### src/rtl/cgia_line_fetcher_pkg.sv
// Shared definitions for the CGIA line fetcher: FSM state encoding and
// default bus geometry used by the top level.
package cgia_line_fetcher_pkg;

    // Default Wishbone data width and word address width
    localparam int CGIA_DEFAULT_DW = 16;
    localparam int CGIA_DEFAULT_AW = 23;

    // Fetch sequencer states
    typedef enum logic [1:0] {
        ST_IDLE  = 2'd0,
        ST_REQ   = 2'd1,
        ST_STALL = 2'd2
    } fetchState_e;

endpackage

### src/rtl/cgia_fetch_fifo.sv
// Small synchronous FIFO between the Wishbone fetch side and the pixel shifter.
// The head word is held in its own register so dat_o comes straight from a
// flop; a pushed word reaches the head register the cycle after its push.
module cgia_fetch_fifo #(
    parameter int DW         = 16,
    parameter int DEPTH_LOG2 = 4
) (
    input  logic                  clk_i,
    input  logic                  reset_i,
    input  logic                  flush_i,
    input  logic                  push_i,
    input  logic                  pop_i,
    input  logic [DW-1:0]         din_i,
    output logic [DW-1:0]         dout_o,
    output logic                  empty_o,
    output logic                  full_o,
    output logic [DEPTH_LOG2:0]   count_o
);

    localparam int DEPTH = 1 << DEPTH_LOG2;
    localparam int CW    = DEPTH_LOG2 + 1;

    logic [DW-1:0]         mem_q [DEPTH];
    logic [DEPTH_LOG2-1:0] wrPtr_q, wrPtr_d;
    logic [DEPTH_LOG2-1:0] rdPtr_q, rdPtr_d;
    logic [CW-1:0]         count_q, count_d;
    logic [DW-1:0]         dout_q, dout_d;
    logic                  isEmpty, isFull, pushEff, popEff;
    logic [DEPTH_LOG2-1:0] rdNext;

    assign isEmpty = (count_q == '0);
    assign isFull  = count_q[DEPTH_LOG2];
    assign popEff  = pop_i && !isEmpty;
    assign pushEff = push_i && (!isFull || popEff);
    assign rdNext  = rdPtr_q + DEPTH_LOG2'(1);

    // Next pointers, occupancy and head word; a flush empties everything
    always_comb begin
        wrPtr_d = wrPtr_q;
        rdPtr_d = rdPtr_q;
        count_d = count_q;
        dout_d  = dout_q;
        if (flush_i) begin
            wrPtr_d = '0;
            rdPtr_d = '0;
            count_d = '0;
            dout_d  = '0;
        end else begin
            if (pushEff) begin
                wrPtr_d = wrPtr_q + DEPTH_LOG2'(1);
            end
            if (popEff) begin
                rdPtr_d = rdNext;
            end
            count_d = count_q + CW'(pushEff) - CW'(popEff);
            if (popEff) begin
                if (count_q == CW'(1)) begin
                    dout_d = pushEff ? din_i : '0;
                end else begin
                    dout_d = mem_q[rdNext];
                end
            end else if (isEmpty && pushEff) begin
                dout_d = din_i;
            end
        end
    end

    // Storage array, written on every accepted push
    always_ff @(posedge clk_i) begin
        if (pushEff && !flush_i) begin
            mem_q[wrPtr_q] <= din_i;
        end
    end

    // Pointer, occupancy and head registers
    always_ff @(posedge clk_i or posedge reset_i) begin
        if (reset_i) begin
            wrPtr_q <= '0;
            rdPtr_q <= '0;
            count_q <= '0;
            dout_q  <= '0;
        end else begin
            wrPtr_q <= wrPtr_d;
            rdPtr_q <= rdPtr_d;
            count_q <= count_d;
            dout_q  <= dout_d;
        end
    end

    assign dout_o  = dout_q;
    assign empty_o = isEmpty;
    assign full_o  = isFull;
    assign count_o = count_q;

endmodule

### src/rtl/cgia_line_fetcher.sv
// CGIA line fetcher: Wishbone B3 classic read master that pulls one scanline
// of words from the frame pointer into a FIFO for the pixel shifter.
// Optional feature macro: CGIA_FETCH_MODULO_EN adds modulo_i to the pointer
// at the end of each line (windowed bitmaps); otherwise the pointer runs
// linearly and modulo_i is ignored.
module cgia_line_fetcher
    import cgia_line_fetcher_pkg::*;
#(
    parameter int DW         = CGIA_DEFAULT_DW,
    parameter int AW         = CGIA_DEFAULT_AW,
    parameter int DEPTH_LOG2 = 4,
    parameter int LEN_W      = 8
) (
    input  logic              clk_i,
    input  logic              reset_i,
    input  logic              vsync_i,
    input  logic              hstart_i,
    input  logic [AW-1:0]     base_i,
    input  logic [LEN_W-1:0]  len_i,
    input  logic [AW-1:0]     modulo_i,
    output logic [AW-1:0]     adr_o,
    output logic              cyc_o,
    output logic              stb_o,
    input  logic              ack_i,
    input  logic [DW-1:0]     dat_i,
    input  logic              pop_i,
    output logic [DW-1:0]     dat_o,
    output logic              empty_o,
    output logic              busy_o,
    output logic              late_o,
    output logic              underrun_o
);

    localparam int CW = DEPTH_LOG2 + 1;

    fetchState_e       state_q, state_d;
    logic [AW-1:0]     ptr_q, ptr_d;
    logic [LEN_W-1:0]  remain_q, remain_d;
    logic              late_q, late_d;
    logic              underrun_q, underrun_d;

    logic              reqActive, ackTaken, lastWord;
    logic              fifoPush, fifoPop, fifoEmpty, fifoFull;
    logic [CW-1:0]     fifoCount, countAfter;
    logic [AW-1:0]     ptrLineEnd;

    assign reqActive  = (state_q == ST_REQ);
    assign ackTaken   = reqActive && ack_i && !vsync_i;
    assign lastWord   = (remain_q == LEN_W'(1));
    assign fifoPush   = ackTaken;
    assign fifoPop    = pop_i && !fifoEmpty && !vsync_i;
    assign countAfter = fifoCount + CW'(fifoPush) - CW'(fifoPop);

`ifdef CGIA_FETCH_MODULO_EN
    assign ptrLineEnd = ptr_q + AW'(1) + modulo_i;
`else
    logic unusedModulo;
    assign unusedModulo = ^modulo_i;
    assign ptrLineEnd   = ptr_q + AW'(1);
`endif

    // Sequencer next state, pointer and line counter; vsync overrides everything
    always_comb begin
        state_d    = state_q;
        ptr_d      = ptr_q;
        remain_d   = remain_q;
        late_d     = hstart_i && (state_q != ST_IDLE) && !vsync_i;
        underrun_d = pop_i && fifoEmpty;
        if (vsync_i) begin
            ptr_d    = base_i;
            remain_d = '0;
            state_d  = ST_IDLE;
        end else begin
            case (state_q)
                ST_IDLE: begin
                    if (hstart_i && (len_i != '0)) begin
                        remain_d = len_i;
                        state_d  = fifoFull ? ST_STALL : ST_REQ;
                    end
                end
                ST_REQ: begin
                    if (ack_i) begin
                        remain_d = remain_q - LEN_W'(1);
                        if (lastWord) begin
                            ptr_d   = ptrLineEnd;
                            state_d = ST_IDLE;
                        end else begin
                            ptr_d   = ptr_q + AW'(1);
                            state_d = countAfter[DEPTH_LOG2] ? ST_STALL : ST_REQ;
                        end
                    end
                end
                ST_STALL: begin
                    if (!fifoFull) begin
                        state_d = ST_REQ;
                    end
                end
                default: begin
                    state_d = ST_IDLE;
                end
            endcase
        end
    end

    // Sequencer state, pointer, line counter and status pulse registers
    always_ff @(posedge clk_i or posedge reset_i) begin
        if (reset_i) begin
            state_q    <= ST_IDLE;
            ptr_q      <= '0;
            remain_q   <= '0;
            late_q     <= 1'b0;
            underrun_q <= 1'b0;
        end else begin
            state_q    <= state_d;
            ptr_q      <= ptr_d;
            remain_q   <= remain_d;
            late_q     <= late_d;
            underrun_q <= underrun_d;
        end
    end

    cgia_fetch_fifo #(
        .DW         (DW),
        .DEPTH_LOG2 (DEPTH_LOG2)
    ) uFifo (
        .clk_i   (clk_i),
        .reset_i (reset_i),
        .flush_i (vsync_i),
        .push_i  (fifoPush),
        .pop_i   (fifoPop),
        .din_i   (dat_i),
        .dout_o  (dat_o),
        .empty_o (fifoEmpty),
        .full_o  (fifoFull),
        .count_o (fifoCount)
    );

    assign adr_o      = ptr_q;
    assign cyc_o      = reqActive;
    assign stb_o      = reqActive;
    assign busy_o     = (state_q != ST_IDLE);
    assign empty_o    = fifoEmpty;
    assign late_o     = late_q;
    assign underrun_o = underrun_q;

endmodule

### config.mk
export PLATFORM = sky130hd
export DESIGN_NAME = cgia_line_fetcher
export DESIGN_NICKNAME = d
export VERILOG_FILES = /design/src/rtl/cgia_line_fetcher_pkg.sv /design/src/rtl/cgia_fetch_fifo.sv /design/src/rtl/cgia_line_fetcher.sv
export SDC_FILE = /design/constraint.sdc
export NUM_CORES = 1
export LEC_CHECK = 0
export CAP_MARGIN = 25
export CORE_MARGIN = 8
export CORE_UTILIZATION = 45
export CTS_CLUSTER_DIAMETER = 40
export DETAILED_ROUTE_END_ITERATION = 12
export SETUP_SLACK_MARGIN = 0.02
export SLEW_MARGIN = 20
export SYNTH_ARGS = -nofsm -noshare
export SYNTH_HDL_FRONTEND = slang
export SYNTH_SLANG_ARGS = --single-unit
### constraint.sdc
create_clock -name clk_i -period 5.42 [get_ports clk_i]
set_input_delay 1.084 -clock clk_i [delete_from_list [all_inputs] [get_ports clk_i]]
set_output_delay 1.084 -clock clk_i [all_outputs]
set_load 0.02 [all_outputs]
==> flow_summary.yaml, run 1 <==
outcome:
  status: "completed"
synth:
  synth_adder_area_share_pct: 1.61
  synth_simple_gate_area_share_pct: 7.50
  synth-xor-area-share_pct: 2.30
  synth.distinct_cells: 61
  synth-seq-area-share_pct: 68.0
  syn-num-nets: 931
  synth-compound-area-share_pct: 5.24
  netlist_area_um2: 13700
  netlist.area_leader.share_pct: 56.3
  synth_seq_cells: 320
  synth_common_cells: "edfxtp_1, nand2_1, mux4_2, dfrtp_1, nor2_1"
  synthMuxAreaShare_pct: 13.2
  ys_async_sr_fraction_pct: 20.0
  synth.largest_area_cell: "edfxtp_1"
  synth_flop_cell: "edfxtp_1"
  synth.area.top_cells: "edfxtp_1, dfrtp_1, mux4_2"
  syn_area_per_cell_um2: 16.3
  synth_top_family_by_area: "multiplexers"
  synthCells: 838
  yosys_warnings: 0
  synth_edf_count: 256
  yosysMostFrequentCell: "edfxtp_1"
sta:
  setup-tns-final_ns: 0
  finalClockSkew_ns: 0.0175
  fmax_ghz: 0.277
  max_slew_margin_pct: 31.4
  setup_ws_ns: 1.81
  drv_slew: 0
  whs_ns: 0.547
  setup_viol: 0
  rsz0062_at_grt: "false"
  hold_viol: 0
  tightest_slew_ns: 1.03
  period_share_pct: 66.5
  fin_crit_ns: 3.61
critical_path:
  critPathMaxStageDelay_ns: 0.76
  crit_required_ns: 5.77
  arrival_ns: 3.95
  criticalPathCategory: "in -> reg"
  path_cells: "clkdlybuf4s50_1 -> nand4bb_1 -> a21oi_2 -> a21o_1 -> buf_4 -> or2_1 -> a311oi_2"
  r2r_start: "uFifo.rdPtr_q[0]"
  worstSetupEndpointType: "register"
  r2r-end: "uFifo.dout_o[0]"
  rrSetupSlack_ns: 2.09
  critPathMaxFanout: 17
  crit_slowest_cell: "or2_1"
  ff2ff_path_depth: 6
  start_kind: "primary input"
floorplan:
  num_io_pins: 121
  die_w_um: 190
  initial_core_util_pct: 45.8
  die_area_um2: 36200
  core_um2: 29800
  rows: 63
  die_h_um: 190
power_and_ir_drop:
  powerDensity_nw_per_um2: 464
  p_leak_nw: 5.63
  ir_worst_vdd_v: 0.000262
cells_and_area:
  area_growth_pct: 21.0
  final_cell_area_um2: 16500
  layout.nets: 1055
  finish.utilization_pct: 55.5
  drive_gt1_share_pct: 20.6
  antenna_cells: 0
clocking:
  cts.clk_slew.worst_paths_ns: 0.06
  clk_latency_ns: 0.53
  cts.sinks: 320
  cts_made_buffers: 43
  cts.path.max_buffers: 3
  clock-root-buffer: "clkbuf_16"
  htreeDepth: 2
  ctsHoldBuffers: 0
  cts_tree: "yes"
  postCtsSetupRepairBufs: 0
  cts_resized: 0
min_path:
  whs_path_depth: 2
  hp-class: "reg -> reg"
  min-delay-start: "remain_q[7]"
  min_to: "remain_q[7]"
global_route:
  grt.busiest_layer: "met2"
  grt_use_met1_pct: 23.9
  grt_max_degree: 70
  grtUsageMet2_pct: 27.4
  antenna_found_initial: 0
  grt-ovfl-total: 0
  grt_pass1_wl_mm: 48.1
  grt_usage_pct: 17.3
  grtUsageMet3_pct: 3.58
  first_global_vias: 7936
drt:
  wirelength_mm: 31.4
  wire_per_inst_um: 22.6
  drt_iter0_drc: 557
  drc_errors: 0
  antenna_left: 0
  dr.pass1.iters: 5
  routed_via_density: 5.58
  vias: 7726
place:
  numPortBuffers: 97
  place.gp.congestion: 0.743
  dp_slack_ns: 1.25
  hpwlAfterDp_mm: 18.9
  dpl-instance-area_um2: 15100
flow_run:
  max_cap_viol_count: 0
[worst max-delay path: cells and delay by family]
kind	cells	cell delay, ns
AOI/OAI and AO/OA	3	1.01
buffers and inverters	2	0.82
and+or+nand+nor	2	1.04
[routing by layer]
layer / wire length [µm] / vias to the layer above
li1: - / 3512
met1: 14000 / 3914
met2: 14500 / 239
met3: 2070 / 61
met4: 770 / 0
met5: 0 / -
[worst max path at each step]
stage | startpoint | to | slack, ns | cells after the start
after detailed placement | ack_i | uFifo.dout_o[9] | 1.25 | 7
after CTS | ack_i | uFifo.dout_o[10] | 1.80 | 7
after global placement | ack_i | uFifo.dout_o[9] | 1.28 | 7
after floorplan | vsync_i | uFifo.count_o[4] | 1.98 | 13
final | ack_i | uFifo.dout_o[10] | 1.81 | 7
after global routing | ack_i | uFifo.dout_o[10] | 1.64 | 7
[sequential cells by signal (all words and copies together) (netlist names)]
name           count
uFifo.mem_q      256
adr_o             23
uFifo.dout_o      16
remain_q           8
uFifo.count_o      5
uFifo.rdPtr_q      4
uFifo.wrPtr_q      4
state_q            2
late_o             1
underrun_o         1
[cell families (layout without fill, tap and decap cells)]
| family | after synthesis | count (layout) |
|---|---|---|
| adders and majority gates | 17 | 17 |
| buffers and inverters | 61 | 218 |
| DFF | 320 | 320 |
| and+or+nand+nor | 205 | 205 |
| xor gates and xnor gates | 35 | 35 |
| muxes | 97 | 97 |
| AOI/OAI and AO/OA | 103 | 103 |
[cell usage in the layout (no fill, tap or decap), drive strengths merged, types with 2 or more instances in the layout]
cell type        n
a311oi          16
a211oi           4
nor3            21
nor2b            2
o211ai           2
nand2b           3
clkinv          15
mux4            65
o31ai            2
mux2i           17
nor3b            4
xnor2           20
a21oi           30
o21ai           34
mux2            15
and2            17
and4             7
nand3           10
a21o             3
clkbuf          47
nor2            47
nand2           66
xor2            15
nor4             5
inv             30
nand3b           2
ha              16
clkdlybuf4s50   96
bufinv           2
or2              3
clkinvlp         2
edfxtp         256
buf             26
dfrtp           64
and3             5
nand4            6
[power breakdown]
part	leakage, nW	internal, W	switching [W]
combinational	1.79	0.000983	0.000994
clock	0.705	0.00164	0.00112
sequential	3.13	0.00277	0.000164
total	5.63	0.00539	0.00228
[final cells by class]
type	count	area, µm²
clock buffers	47	1120
flip-flops and latches	320	9290
fillers	2383	13300
repair buffers	122	1150
clock inverters	31	307
inverters	18	67.6
multi-input cells	457	4100
well taps	390	488
[metrics by stage]
stage,std cells,total power [W]
2_1_floorplan,838,0.00443
3_3_place_gp,1307,0.00498
3_5_place_dp,1307,0.00499
4_1_cts,1385,0.00777
5_1_grt,1385,0.00804
6_report,1385,0.00767
(Power assumes the default switching activity.)
==> run 2, diff against run 1 <==
- clock period: 5.42 -> 3.5 ns (I/O delays scaled with it)
==> run 2 against run 1 <==
Compared with the run above: critical path depth rose by 7; worst hold slack improved by 0.0073 ns; routed wire length rose by 2.7%; critical path type is now reg -> reg.
==> flow_summary.yaml, run 2 (synthesis gave the netlist of run 1 again) <==
sta:
  fin_crit_ns: 3.22
  drv_slew: 0
  setup_viol: 0
  hold_viol: 0
  finalClockSkew_ns: 0.0121
  period_share_pct: 92.1
  setup-tns-final_ns: 0
  rsz0062_at_grt: "false"
  tightest_slew_ns: 0.815
  setup_ws_ns: 0.278
  max_slew_margin_pct: 45.6
  fmax_ghz: 0.310
critical_path:
  critPathMaxFanout: 4
  criticalPathCategory: "reg -> reg"
  arrival_ns: 3.62
  crit_required_ns: 3.90
  start_kind: "register"
  crit_path_frequent_cell: "nor2_1"
  r2r-end: "uFifo.count_o[4]"
  r2r_start: "uFifo.count_o[3]"
  crit_start: "uFifo.count_o[3]"
  crit_cells: 14
  ff2ff_path_depth: 14
  worstSetupEndpointType: "register"
  crit_end: "uFifo.count_o[4]"
  path_cells: "inv_1 -> ha_1 -> or3b_1 -> o21ai_0 -> nor2_1 -> ha_1 -> inv_1 -> ha_1 -> fa_1 -> a21oi_1 -> nor2_1 -> nor2_1 -> xnor2_1 -> nor2_1"
  critPathTopFamily: "adder cells"
  crit_buf_inv: 2
  rrSetupSlack_ns: 0.28
  critPathMaxStageDelay_ns: 0.42
  crit_slowest_cell: "o21ai_0"
floorplan:
  die_area_um2: 36200
  initial_core_util_pct: 45.8
  rows: 63
  die_w_um: 190
  core_um2: 29800
  num_io_pins: 121
  die_h_um: 190
clocking:
  htreeDepth: 2
  cts.clk_slew.worst_paths_ns: 0.05
  cts_resized: 0
  postCtsSetupRepairBufs: 0
  cts.sinks: 320
  cts_made_buffers: 48
  clock-root-buffer: "clkbuf_16"
  cts_tree: "yes"
  cts.path.max_buffers: 3
  ctsHoldBuffers: 0
  clk_latency_ns: 0.54
place:
  place.gp.congestion: 0.771
  numPortBuffers: 97
  hpwlAfterDp_mm: 20.2
  dp_slack_ns: 0.299
drt:
  routed_via_density: 5.54
  drc_errors: 0
  antenna_left: 0
  vias: 7924
  wirelength_mm: 32.2
  dr.pass1.iters: 5
  wire_per_inst_um: 22.5
  drt_iter0_drc: 505
cells_and_area:
  fillers: 2364
  antenna_cells: 0
  final_common_cell: "edfxtp_1"
  layout.nets: 1096
  multi_input_area_um2: 4100
  seq_area_um2: 9290
  drive_gt1_share_pct: 23.4
  largest_reg_flops: 256
  top_register: "uFifo.mem_q"
  layout_common_cells: "edfxtp_1, clkdlybuf4s50_1, nand2_1, mux4_2, dfrtp_1"
  area_growth_pct: 24.8
power_and_ir_drop:
  ir_worst_vdd_v: 0.000473
  p_leak_nw: 5.90
  powerDensity_nw_per_um2: 736
global_route:
  first_global_vias: 8183
  antenna_found_initial: 0
  grt_pass1_wl_mm: 49.1
  grt_max_degree: 67
  grt-ovfl-total: 0
  grt_usage_pct: 17.8
flow_run:
  max_cap_viol_count: 0
min_path:
  min-delay-start: "remain_q[7]"
  hp-class: "reg -> reg"
outcome:
  status: "completed"
-- run 2: final cells by class --
| cell class | instances | share of cell area, % |
|---|---|---|
| multi-input cells | 457 | 24.1 |
| well taps | 390 | 2.86 |
| flip-flops and latches | 320 | 54.5 |
| clock inverters | 30 | 2.08 |
| repair buffers | 158 | 8.65 |
| inverters | 18 | 0.396 |
| clock buffers | 57 | 7.43 |
-- run 2: routing by layer --
metal  vias to the layer above  GRT usage, %  routed length, µm
met5                         -             0                  0
met4                         0          4.92                581
met3                        48          4.35               2130
met2                       245          28.8              15200
met1                      4031          23.8              14300
li1                       3600             -                  -
-- run 2: stage by stage --
| stage | hold WS (ns) | cell area (µm²) | power, W | cells | util [%] |
|---|---|---|---|---|---|
| 5_1_grt | 0.577 | 17000 | 0.0131 | 1430 | 57.2 |
| 2_1_floorplan | 0.502 | 13700 | 0.00686 | 838 | - |
| 6_report | 0.554 | 17000 | 0.0125 | 1430 | 57.2 |
| 3_3_place_gp | 0.534 | 15400 | 0.00786 | 1343 | 51.8 |
| 3_5_place_dp | 0.539 | 15400 | 0.00787 | 1343 | 51.8 |
| 4_1_cts | 0.550 | 17000 | 0.0127 | 1430 | 57.2 |
-- run 2: how the worst min path moves through the flow --
| stage | to | slack (ns) | cells past startpoint |
|---|---|---|---|
| 2_1_floorplan | underrun_o | 0.50 | 1 |
| 3_3_place_gp | remain_q[7] | 0.53 | 2 |
| 3_5_place_dp | underrun_o | 0.54 | 1 |
| 4_1_cts | remain_q[7] | 0.55 | 2 |
| 5_1_grt | underrun_o | 0.58 | 1 |
| 6_report | remain_q[7] | 0.55 | 2 |
-- run 2: worst min-delay path, cell delays in order (launching register included) --
cell and delay [ns]:
dfrtp_1 0.37, o21ai_0 0.07, a21oi_1 0.07
-- run 2: power breakdown --
part / switching (W) / internal (W)
logic: 0.00168 / 0.00163
registers: 0.000163 / 0.00429
clock network: 0.00178 / 0.00300
